===== src/rtl/pll_seq_pkg.sv =====
// Shared definitions for the PLL reset sequencer.
//   seq_state_e    : sequencer state with fixed 2-bit debug encodings
//   STATE_W        : width of the seq_state debug output
//   seq_cnt_width(): width of the shared qualification/hold counter
package pll_seq_pkg;

  localparam int unsigned STATE_W = 2;

  typedef enum logic [STATE_W-1:0] {
    WAIT_LOCK = 2'd0,
    STABLE    = 2'd1,
    HOLD      = 2'd2,
    RUN       = 2'd3
  } seq_state_e;

  // Counter must hold max(a,b); the +1 keeps a power-of-two terminal count representable.
  function automatic int unsigned seq_cnt_width(input int unsigned a, input int unsigned b);
    return $clog2(((a > b) ? a : b) + 1);
  endfunction

endpackage


===== src/rtl/pll_reset_seq_if.sv =====
// Signal bundle between the PLL wrapper side and the reset sequencer.
// Optional feature macro: PLL_RESET_SEQ_LOSS_COUNT_EN adds clear_count / loss_count.
//   pll_lock    : asynchronous PLL lock indication (into sequencer)
//   rst_out     : registered active-high downstream reset (out of sequencer)
//   seq_state   : current sequencer state, debug
//   lock_lost   : one-cycle pulse on lock loss while running
//   clear_count : clears the loss counter (macro only)
//   loss_count  : saturating lock-loss counter (macro only)
// Modports: master = PLL wrapper / consumer side, slave = sequencer.
interface pll_reset_seq_if
`ifdef PLL_RESET_SEQ_LOSS_COUNT_EN
  #(parameter int unsigned CNT_W = 8)
`endif
  ;
  import pll_seq_pkg::*;

  logic               pll_lock;
  logic               rst_out;
  logic [STATE_W-1:0] seq_state;
  logic               lock_lost;
`ifdef PLL_RESET_SEQ_LOSS_COUNT_EN
  logic               clear_count;
  logic [CNT_W-1:0]   loss_count;

  modport master (output pll_lock, clear_count,
                  input  rst_out, seq_state, lock_lost, loss_count);
  modport slave  (input  pll_lock, clear_count,
                  output rst_out, seq_state, lock_lost, loss_count);
`else
  modport master (output pll_lock,
                  input  rst_out, seq_state, lock_lost);
  modport slave  (input  pll_lock,
                  output rst_out, seq_state, lock_lost);
`endif

endinterface


===== src/rtl/sync_bit.sv =====
// Multi-flop synchronizer for a single asynchronous bit.
//   clock : destination clock
//   reset : synchronous active-high reset, clears every stage to 0
//   i_d   : asynchronous input
//   o_q   : synchronized output, STAGES edges of latency
module sync_bit #(
  parameter int unsigned STAGES = 2
) (
  input  logic clock,
  input  logic reset,
  input  logic i_d,
  output logic o_q
);

  logic [STAGES-1:0] r_sync;

  // Shift chain: bit 0 is the metastability-exposed capture flop.
  always_ff @(posedge clock) begin
    if (reset) begin
      r_sync <= '0;
    end else begin
      r_sync <= {r_sync[STAGES-2:0], i_d};
    end
  end

  assign o_q = r_sync[STAGES-1];

endmodule


===== src/rtl/pll_reset_seq.sv =====
// Reset sequencer on the PLL output clock: qualifies the synchronized lock
// for LOCK_STABLE_CYCLES, holds rst_out for RESET_HOLD_CYCLES more, then
// releases it. Lock loss while running re-asserts reset and pulses lock_lost.
// Optional feature macro: PLL_RESET_SEQ_LOSS_COUNT_EN (saturating loss counter).
//   clock : PLL output clock, the only clock
//   reset : synchronous active-high reset
//   bus   : slave side of pll_reset_seq_if (pll_lock in; rst_out, seq_state,
//           lock_lost out; clear_count in / loss_count out with the macro)
module pll_reset_seq
  import pll_seq_pkg::*;
#(
  parameter int unsigned SYNC_STAGES        = 2,
  parameter int unsigned LOCK_STABLE_CYCLES = 1024,
  parameter int unsigned RESET_HOLD_CYCLES  = 16,
  parameter int unsigned CNT_W              = 8
) (
  input  logic           clock,
  input  logic           reset,
  pll_reset_seq_if.slave bus
);

  localparam int unsigned SEQ_CNT_W = seq_cnt_width(LOCK_STABLE_CYCLES, RESET_HOLD_CYCLES);
  localparam logic [SEQ_CNT_W-1:0] STABLE_LAST = SEQ_CNT_W'(LOCK_STABLE_CYCLES - 1);
  localparam logic [SEQ_CNT_W-1:0] HOLD_LAST   = SEQ_CNT_W'(RESET_HOLD_CYCLES - 1);
  localparam logic [SEQ_CNT_W-1:0] CNT_ONE     = SEQ_CNT_W'(1);

  // Elaboration-time parameter sanity.
  if (SYNC_STAGES < 2 || LOCK_STABLE_CYCLES < 1 || RESET_HOLD_CYCLES < 1 || CNT_W < 1) begin : g_bad_params
    $error("pll_reset_seq: illegal parameter value");
  end

  logic                 w_lock_s;
  logic                 w_loss_evt;
  seq_state_e           r_state;
  logic [SEQ_CNT_W-1:0] r_cnt;
  logic                 r_rst_out;
  logic                 r_lock_lost;

  sync_bit #(
    .STAGES (SYNC_STAGES)
  ) u_lock_sync (
    .clock (clock),
    .reset (reset),
    .i_d   (bus.pll_lock),
    .o_q   (w_lock_s)
  );

  // Lock dropping while running is the only event that counts as a loss.
  assign w_loss_evt = (r_state == RUN) && !w_lock_s;

  // Sequencer FSM; rst_out and lock_lost are updated on the same edge as the state.
  always_ff @(posedge clock) begin
    if (reset) begin
      r_state     <= WAIT_LOCK;
      r_cnt       <= '0;
      r_rst_out   <= 1'b1;
      r_lock_lost <= 1'b0;
    end else begin
      r_lock_lost <= 1'b0;
      case (r_state)
        WAIT_LOCK: begin
          if (w_lock_s) begin
            r_state <= STABLE;
            r_cnt   <= '0;
          end
        end
        STABLE: begin
          // Any dropout restarts qualification, even on the terminal count.
          if (!w_lock_s) begin
            r_state <= WAIT_LOCK;
            r_cnt   <= '0;
          end else if (r_cnt == STABLE_LAST) begin
            r_state <= HOLD;
            r_cnt   <= '0;
          end else begin
            r_cnt <= r_cnt + CNT_ONE;
          end
        end
        HOLD: begin
          if (!w_lock_s) begin
            r_state <= WAIT_LOCK;
            r_cnt   <= '0;
          end else if (r_cnt == HOLD_LAST) begin
            r_state   <= RUN;
            r_cnt     <= '0;
            r_rst_out <= 1'b0;
          end else begin
            r_cnt <= r_cnt + CNT_ONE;
          end
        end
        RUN: begin
          if (w_loss_evt) begin
            r_state     <= WAIT_LOCK;
            r_cnt       <= '0;
            r_rst_out   <= 1'b1;
            r_lock_lost <= 1'b1;
          end
        end
        default: begin
          r_state   <= WAIT_LOCK;
          r_cnt     <= '0;
          r_rst_out <= 1'b1;
        end
      endcase
    end
  end

  assign bus.rst_out   = r_rst_out;
  assign bus.seq_state = r_state;
  assign bus.lock_lost = r_lock_lost;

`ifdef PLL_RESET_SEQ_LOSS_COUNT_EN
  localparam logic [CNT_W-1:0] LOSS_MAX = '1;
  localparam logic [CNT_W-1:0] LOSS_ONE = CNT_W'(1);

  logic [CNT_W-1:0] r_loss_count;

  // Counts on the edge that raises lock_lost; clear wins but keeps a coincident loss.
  always_ff @(posedge clock) begin
    if (reset) begin
      r_loss_count <= '0;
    end else if (bus.clear_count) begin
      r_loss_count <= w_loss_evt ? LOSS_ONE : '0;
    end else if (w_loss_evt && (r_loss_count != LOSS_MAX)) begin
      r_loss_count <= r_loss_count + LOSS_ONE;
    end
  end

  assign bus.loss_count = r_loss_count;
`endif

endmodule


===== src/flat_wrapper.sv =====
// flat-port wrapper written by rule: the top's interface ports become plain ports
module pll_reset_seq_flat import pll_seq_pkg::*;
#(
  parameter int unsigned SYNC_STAGES        = 2,
  parameter int unsigned LOCK_STABLE_CYCLES = 1024,
  parameter int unsigned RESET_HOLD_CYCLES  = 16,
  parameter int unsigned CNT_W              = 8
)
  (clock, reset, bus_pll_lock, bus_rst_out, bus_seq_state, bus_lock_lost);
  pll_reset_seq_if bus_i ();
  input  logic clock;
  input  logic reset;
  input wire logic [$bits(bus_i.pll_lock)-1:0] bus_pll_lock;
  output wire logic [$bits(bus_i.rst_out)-1:0] bus_rst_out;
  output wire logic [$bits(bus_i.seq_state)-1:0] bus_seq_state;
  output wire logic [$bits(bus_i.lock_lost)-1:0] bus_lock_lost;
  assign bus_i.pll_lock = bus_pll_lock;
  assign bus_rst_out = bus_i.rst_out;
  assign bus_seq_state = bus_i.seq_state;
  assign bus_lock_lost = bus_i.lock_lost;
  pll_reset_seq #(.SYNC_STAGES(SYNC_STAGES), .LOCK_STABLE_CYCLES(LOCK_STABLE_CYCLES), .RESET_HOLD_CYCLES(RESET_HOLD_CYCLES), .CNT_W(CNT_W)) u_core (.clock(clock), .reset(reset), .bus(bus_i));
endmodule

===== config.mk =====
export PLATFORM = sky130hd
export DESIGN_NAME = pll_reset_seq_flat
export DESIGN_NICKNAME = d
export VERILOG_FILES = /design/src/rtl/pll_seq_pkg.sv /design/src/rtl/pll_reset_seq_if.sv /design/src/rtl/sync_bit.sv /design/src/rtl/pll_reset_seq.sv /design/src/flat_wrapper.sv
export SDC_FILE = /design/constraint.sdc
export NUM_CORES = 1
export LEC_CHECK = 0
export CORE_UTILIZATION = 52
export DETAILED_ROUTE_END_ITERATION = 10
export GPL_ROUTABILITY_DRIVEN = 0
export HOLD_SLACK_MARGIN = 0.12
export PLACE_DENSITY = 0.78
export SYNTH_ARGS = -nofsm -noshare
export SYNTH_HDL_FRONTEND = slang
export SYNTH_SLANG_ARGS = --single-unit
export TNS_END_PERCENT = 30

===== constraint.sdc =====
create_clock -name clock -period 1.59 [get_ports clock]
set_input_delay 0.159 -clock clock [delete_from_list [all_inputs] [get_ports clock]]
set_output_delay 0.159 -clock clock [all_outputs]
set_load 0.1 [all_outputs]

; Word level (Yosys, flattened, before mapping)
; Index checks and enable logic that the tools add are counted.
[op_classes]
add_sub_neg = 1
n_eq_ne = 11
mux = 19
n_bitwise = 1
n_reduce_logical = 8
[ops]
columns = operator, n
row1 = $mux 11, 6
row2 = $pmux 11 s4, 1
row3 = $mux 2, 6
row4 = $add 11x1->11 const B, 1
row5 = $eq 11x10->1 const B, 1
row6 = $eq 11x4->1 const B, 1
row7 = $pmux 2 s4, 1
row8 = $reduce_and 4->1, 2
row9 = $ne 3x2->1 const B, 2
row10 = $eq 2x2->1 const B, 2
row11 = $mux 1, 4
row12 = $ne 2x1->1 const B, 2
row13 = $ne 2x2->1 const B, 2
row14 = $eq 2x1->1 const B, 1
row15 = $logic_not 2->1, 1
row16 = $pmux 1 s2, 1
row17 = $reduce_and 2->1, 1
row18 = $reduce_bool 2->1, 1
row19 = $reduce_or 2->1, 1
row20 = $logic_and 1x1->1, 1
row21 = $logic_not 1->1, 1
row22 = $not 1->1, 1
[word_totals]
register_bits = 17
input_bits = 3
output_inout_bits = 4

; Longest topological paths before layout
[depth]
word_depth = 4
mapped_depth = 7
ltp_nobuf = 6

; Hierarchy
; From an unflattened synthesis, not the netlist that was laid out.
[hier_totals]
hier_cells = 118
hier_area_um2 = 993.5
[modules_own_cells]
columns = module, n_inst, cells_each, area_each_um2, seq_area_each_um2
row1 = pll_reset_seq, 1, 114, 940.9, 300.3
row2 = sync_bit, 1, 4, 52.6, 40.0

; Least setup slack after synthesis
; OpenSTA, ideal clock, no wires.
[synth_timing]
kind = reg2reg
from = register u_core.r_state[0], in the netlist u_core.bus.seq_state[0]
to = register u_core.r_cnt[3]
t_arrival_ns = 2.431
t_required_ns = 1.522
slack_ns = -0.909
stages_incl_launch_ff = 7
path_buffers = 0
synth_period_minus_slack_ns = 2.499
cell_sequence = dfxtp_1 > inv_1 > ha_1 > mux2_4 > or3_1 > a2bb2o_4 > a21oi_2
[synth_between]
elab_chain_cells = 4
word_cells_on_any_way = 9
cone_classes = 5 x eq/ne / 1 x mux / 3 x reduce/logical
[synth_lines]
columns = item, line
row1 = from (decl), pll_reset_seq.sv:34  ; seq_state_e r_state;
row2 = from (signal assigned), pll_reset_seq.sv:54  ; r_state <= WAIT_LOCK;
row3 = from (signal assigned), pll_reset_seq.sv:63  ; r_state <= STABLE;
row4 = from (signal assigned), pll_reset_seq.sv:70  ; r_state <= WAIT_LOCK;
row5 = $eq 2x2->1, "pll_reset_seq.sv:49, pll_reset_seq.sv:60"
row6 = $logic_and 1x1->1, pll_reset_seq.sv:49  ; assign w_loss_evt = (r_state == RUN) && !w_lock_s;
row7 = $ne 2x1->1 (no line), --
row8 = $reduce_and 2->1 (no line), --
row9 = to (signal assigned), pll_reset_seq.sv:76  ; r_cnt <= r_cnt + CNT_ONE;
row10 = to (signal assigned), pll_reset_seq.sv:88  ; r_cnt <= r_cnt + CNT_ONE;
row11 = to (decl), pll_reset_seq.sv:35  ; logic [SEQ_CNT_W-1:0] r_cnt;
; Parallel ways exist; a longest one is shown, timed or not.
; A chain may end at the register's enable or synchronous reset.

; Worst setup path after layout
; Same ends and word-level chain as after synthesis.

==> results by group <==
Outcome
  – Status: complete, but fails checks
  – Violations in the final reports: setup timing

Pwr
  – Internal cell power: 0.699 mW
  – Net load switching power: 0.393 mW
  – Worst IR drop on VDD: 0.000680 V
  – Power share of the combinational group: 35.3%
  – Fraction of power consumed by sequential logic: 41.5%
  – Power share of the clock group: 23.2%
  – Sw Ratio: 35.9%
  – Power density normalized to cell area: 683 mW/mm²
  – Leakage: 0.592 nW

Worst setup path
  – Capturing element type of the critical path: flip-flop
  – Worst reg-to-reg path cell count: 6
  – R2R setup slack: -60 ps
  – Critical Setup Path Class: flip-flop to flip-flop
  – CP max stage cell: dfxtp_4
  – Type of element launching the critical path: flip-flop
  – Required time at the endpoint of the critical path: 1850 ps
  – Capture point of the worst reg-to-reg path: u_core.r_cnt[3]$_SDFFE_PP0P_
  – Sum of buffers and inverters on the critical path: 1
  – Biggest fanout along the worst timing path: 7
  – Stage delay of the slowest cell on the critical path: 390 ps
  – Top Family by Delay on Critical Path: flip-flops
  – FF-to-FF Start: u_core.bus.seq_state[0]$_SDFFE_PP0P_
  – Cell chain of the critical path: inv_4 > ha_4 > mux2_4 > or3_4 > a2bb2o_4 > a21oi_2
  – Data arrival time at the worst-slack endpoint: 1910 ps

CTS
  – Clock Tree Buf Depth: 2
  – CTS tree: built
  – Root buf cell: clkbuf_4
  – Number of clock buffers inserted by TritonCTS: 3
  – H-tree levels: 1
  – Total number of clock tree sinks: 17
  – Register clock-pin slew on the reported worst setup and hold paths: 110 ps
  – Hold-fix buffers, CTS: 0
  – Clock Latency Late Sink: 310 ps

STA
  – Total setup violations reported at the end of the flow: 9
  – Max transition margin: 69.8%
  – Final Worst Setup Slack: -58.0 ps
  – Fin crit share: 104%
  – Fin Clk Skew: 7.07 ps
  – Setup TNS after final layout: -226 ps
  – Number of max-slew violations in the final report: 0
  – Achievable clock frequency: 0.607 GHz
  – Setup repair after global routing missed its margin: true
  – Hold Fails Final Rpt: 0
  – Clock period minus final worst setup slack: 1650 ps
  – Worst Max-Slew Pin Slew: 451 ps

Synthesis
  – Cell type with the highest aggregate area in the netlist: dfxtp_1
  – Number of distinct library cell variants in the gate-level netlist after synthesis: 41
  – Share of the synthesized area in compound gates (AO/OA/AOI/OAI): 22.9%
  – Post-synthesis xor/xnor area fraction: 1.51%
  – Post-synthesis async set-or-reset flop share: 0%
  – Mux cell area share after synthesis: 3.87%
  – Average cell area after synthesis: 8.88 µm²
  – Fraction of post-synthesis cell area in the top cell type by area: 29.2%
  – Synthesis-stage register bit count: 17
  – EDFF count, synth: 0
  – Largest family of logic cells by synthesized area: simple AND/OR/NAND/NOR gates
  – Number of instances in the synthesized netlist: 131
  – Post-Synth Adder-Cell Area: 6.45%
  – Simple-gate portion of the synthesized area: 30.2%
  – Synth Net Count: 140
  – Warnings, synthesis: 0
  – Mapped cell area: 0.00116 mm²
  – Dominant synthesized flop cell: dfxtp_1
  – Share of synthesized area occupied by flip-flops and latches: 29.2%
  – Leading cell types by total area after synthesis: dfxtp_1 (29%), ha_1 (6.5%), nor4_4 (3.7%), nand2_1 (3.5%), a21oi_1 (3.4%)

Finish
  – Layout-stage area growth over the synthesis result: 37.3%
  – Final nets: 169
  – Final instance count without filler cells: 186
  – Filler Cell Count: 132
  – Top library cells by usage in the layout, fill and taps aside: buf_4 (23), nand2_1 (11), dfxtp_1 (11)
  – Layout cell share with drive strength beyond 1: 44.0%
  – Commonest non-fill, non-tap cell in the layout: buf_4
  – Total inserted antenna cells: 0

Global routing
  – Maximum number of pins on one net before global-route repair: 13
  – Vias in the first global route: 1,022
  – First-pass GRT wire length: 4790 µm
  – Antenna violations before repair: 0
  – GR Overflow Total: 0
  – GRT Overall Usage: 26.1%

Die
  – Standard-cell row count: 16
  – Standard cell core area: 0.00204 mm²
  – Die X: 49.3 µm
  – Height of the die: 49.3 µm
  – Number of top-level design ports: 7
  – Initial core utilization: 57.0%
  – Area enclosed by the die boundary: 0.00243 mm²

Worst hold path
  – Tightest Hold Check Type: primary input to flip-flop
  – Instance count along the most critical hold path: 2
  – Worst hold endpoint: u_core.u_lock_sync.r_sync[0]$_SDFF_PP0_
  – Hold_sp: bus_pll_lock

Placed design
  – Buffers added on ports: 6
  – Number of placed instances with taps included: 178
  – HPWL after detailed placement: 2080 µm
  – Worst setup slack after placement: -50.8 ps

Routing
  – DRT Pass-1 Iters: 4
  – Detailed-route via count: 1,136
  – Mean routed wirelength per cell: 16.8 µm
  – Number of design-rule violations left by the first detailed-router iteration: 28
  – DRT antenna net count: 0
  – Residual DRC count: 0
  – Average vias per placed instance: 6.11
  – WL final: 3120 µm

Job
  – Reported max-cap violation count: 0
-- through the flow --
stage / hold slack, ps / utilization, % / power [mW] / area (µm²)
global placement: 429 / 71.0 / 0.806 / 1450
CTS: 424 / 73.7 / 1.06 / 1500
floorplan: 287 / - / 0.683 / 1190
detailed placement: 444 / 71.0 / 0.816 / 1450
global route: 430 / 78.2 / 1.13 / 1600
finish: 414 / 78.2 / 1.09 / 1600
-- worst max-delay path by stage --
stage / slack [ps] / start / endpoint / depth (start not counted)
finish: -60 / u_core.bus.seq_state[0]$_SDFFE_PP0P_ / u_core.r_cnt[3]$_SDFFE_PP0P_ / 6
global route: -170 / u_core.bus.seq_state[0]$_SDFFE_PP0P_ / u_core.r_cnt[2]$_SDFFE_PP0P_ / 7
CTS: -30 / u_core.bus.seq_state[1]$_SDFFE_PP0P_ / u_core.r_cnt[3]$_SDFFE_PP0P_ / 6
detailed placement: -50 / u_core.r_cnt[0]$_SDFFE_PP0P_ / u_core.r_cnt[9]$_SDFFE_PP0P_ / 5
global placement: 0.9 / u_core.bus.seq_state[0]$_SDFFE_PP0P_ / u_core.r_cnt[3]$_SDFFE_PP0P_ / 5
floorplan: -200 / u_core.bus.seq_state[1]$_SDFFE_PP0P_ / u_core.r_cnt[3]$_SDFFE_PP0P_ / 6
-- cells by family (layout without fill, tap and decap cells) --
kind of cell,Yosys count,after routing
XOR/XNOR,2,2
AO/OA/AOI/OAI,34,34
flip-flops,17,17
AND/OR/NAND/NOR,57,57
adder cells (fa/ha/maj),6,6
multiplexers,4,4
buffers and inverters,11,39
-- worst reg2reg max path, cell delays in order, from the launching register on --
cell and delay (ps):
dfxtp_4 390, inv_4 50, ha_4 150, mux2_4 340
or3_4 350, a2bb2o_4 220, a21oi_2 100
-- sequential cells by signal, summed over array words and instances, names as in the netlist --
register and count:
u_core.bus.lock_lost 1, u_core.bus.rst_out 1, u_core.bus.seq_state 2, u_core.r_cnt 11, u_core.u_lock_sync.r_sync 2
-- layout make-up --
| type | instances | area [µm²] | area share, % |
|---|---|---|---|
| inverter | 3 | 16.3 | 1.02 |
| clock buffer | 3 | 22.5 | 1.41 |
| clock inverter | 1 | 5.00 | 0.313 |
| tap | 27 | 33.8 | 2.11 |
| sequential | 17 | 353 | 22.1 |
| timing repair buffer | 32 | 315 | 19.7 |
| multi-input combinational | 103 | 852 | 53.3 |
-- Yosys cell counts, drive strengths merged (3+ instances only) --
master  instances
o211ai          3
o221ai          3
o21ai           6
dfxtp          17
inv             3
nor2b           3
and2            3
nand2b          4
mux2i           3
buf             6
nand3           8
a21oi          10
nand2          11
ha              6
nor4            3
nor2            7
nor3            6
a31oi           5
-- power groups by stage --
stage | Combinational, mW | Sequential [mW] | Clock, mW
after CTS | 0.357 | 0.453 | 0.248
after detailed placement | 0.355 | 0.462 | 0
final | 0.385 | 0.453 | 0.254
after floorplan | 0.168 | 0.515 | 0
after global routing | 0.412 | 0.454 | 0.267
after global placement | 0.345 | 0.461 | 0
-- per-layer routing --
metal	routed length, µm	vias to the layer above	track usage [%]
met5	0	-	0
met3	106	9	2.80
li1	-	541	-
met2	1550	38	40.6
met4	89	0	13.2
met1	1370	548	35.3
-- repair_timing --
item | CTS | global route
resized for setup | 3 | 18
buffers inserted | 1 | 3
pin swaps | 1 | 4
endpoints found under the setup margin | 10 | 13
Note: power is estimated with default switching activity, not from simulation.
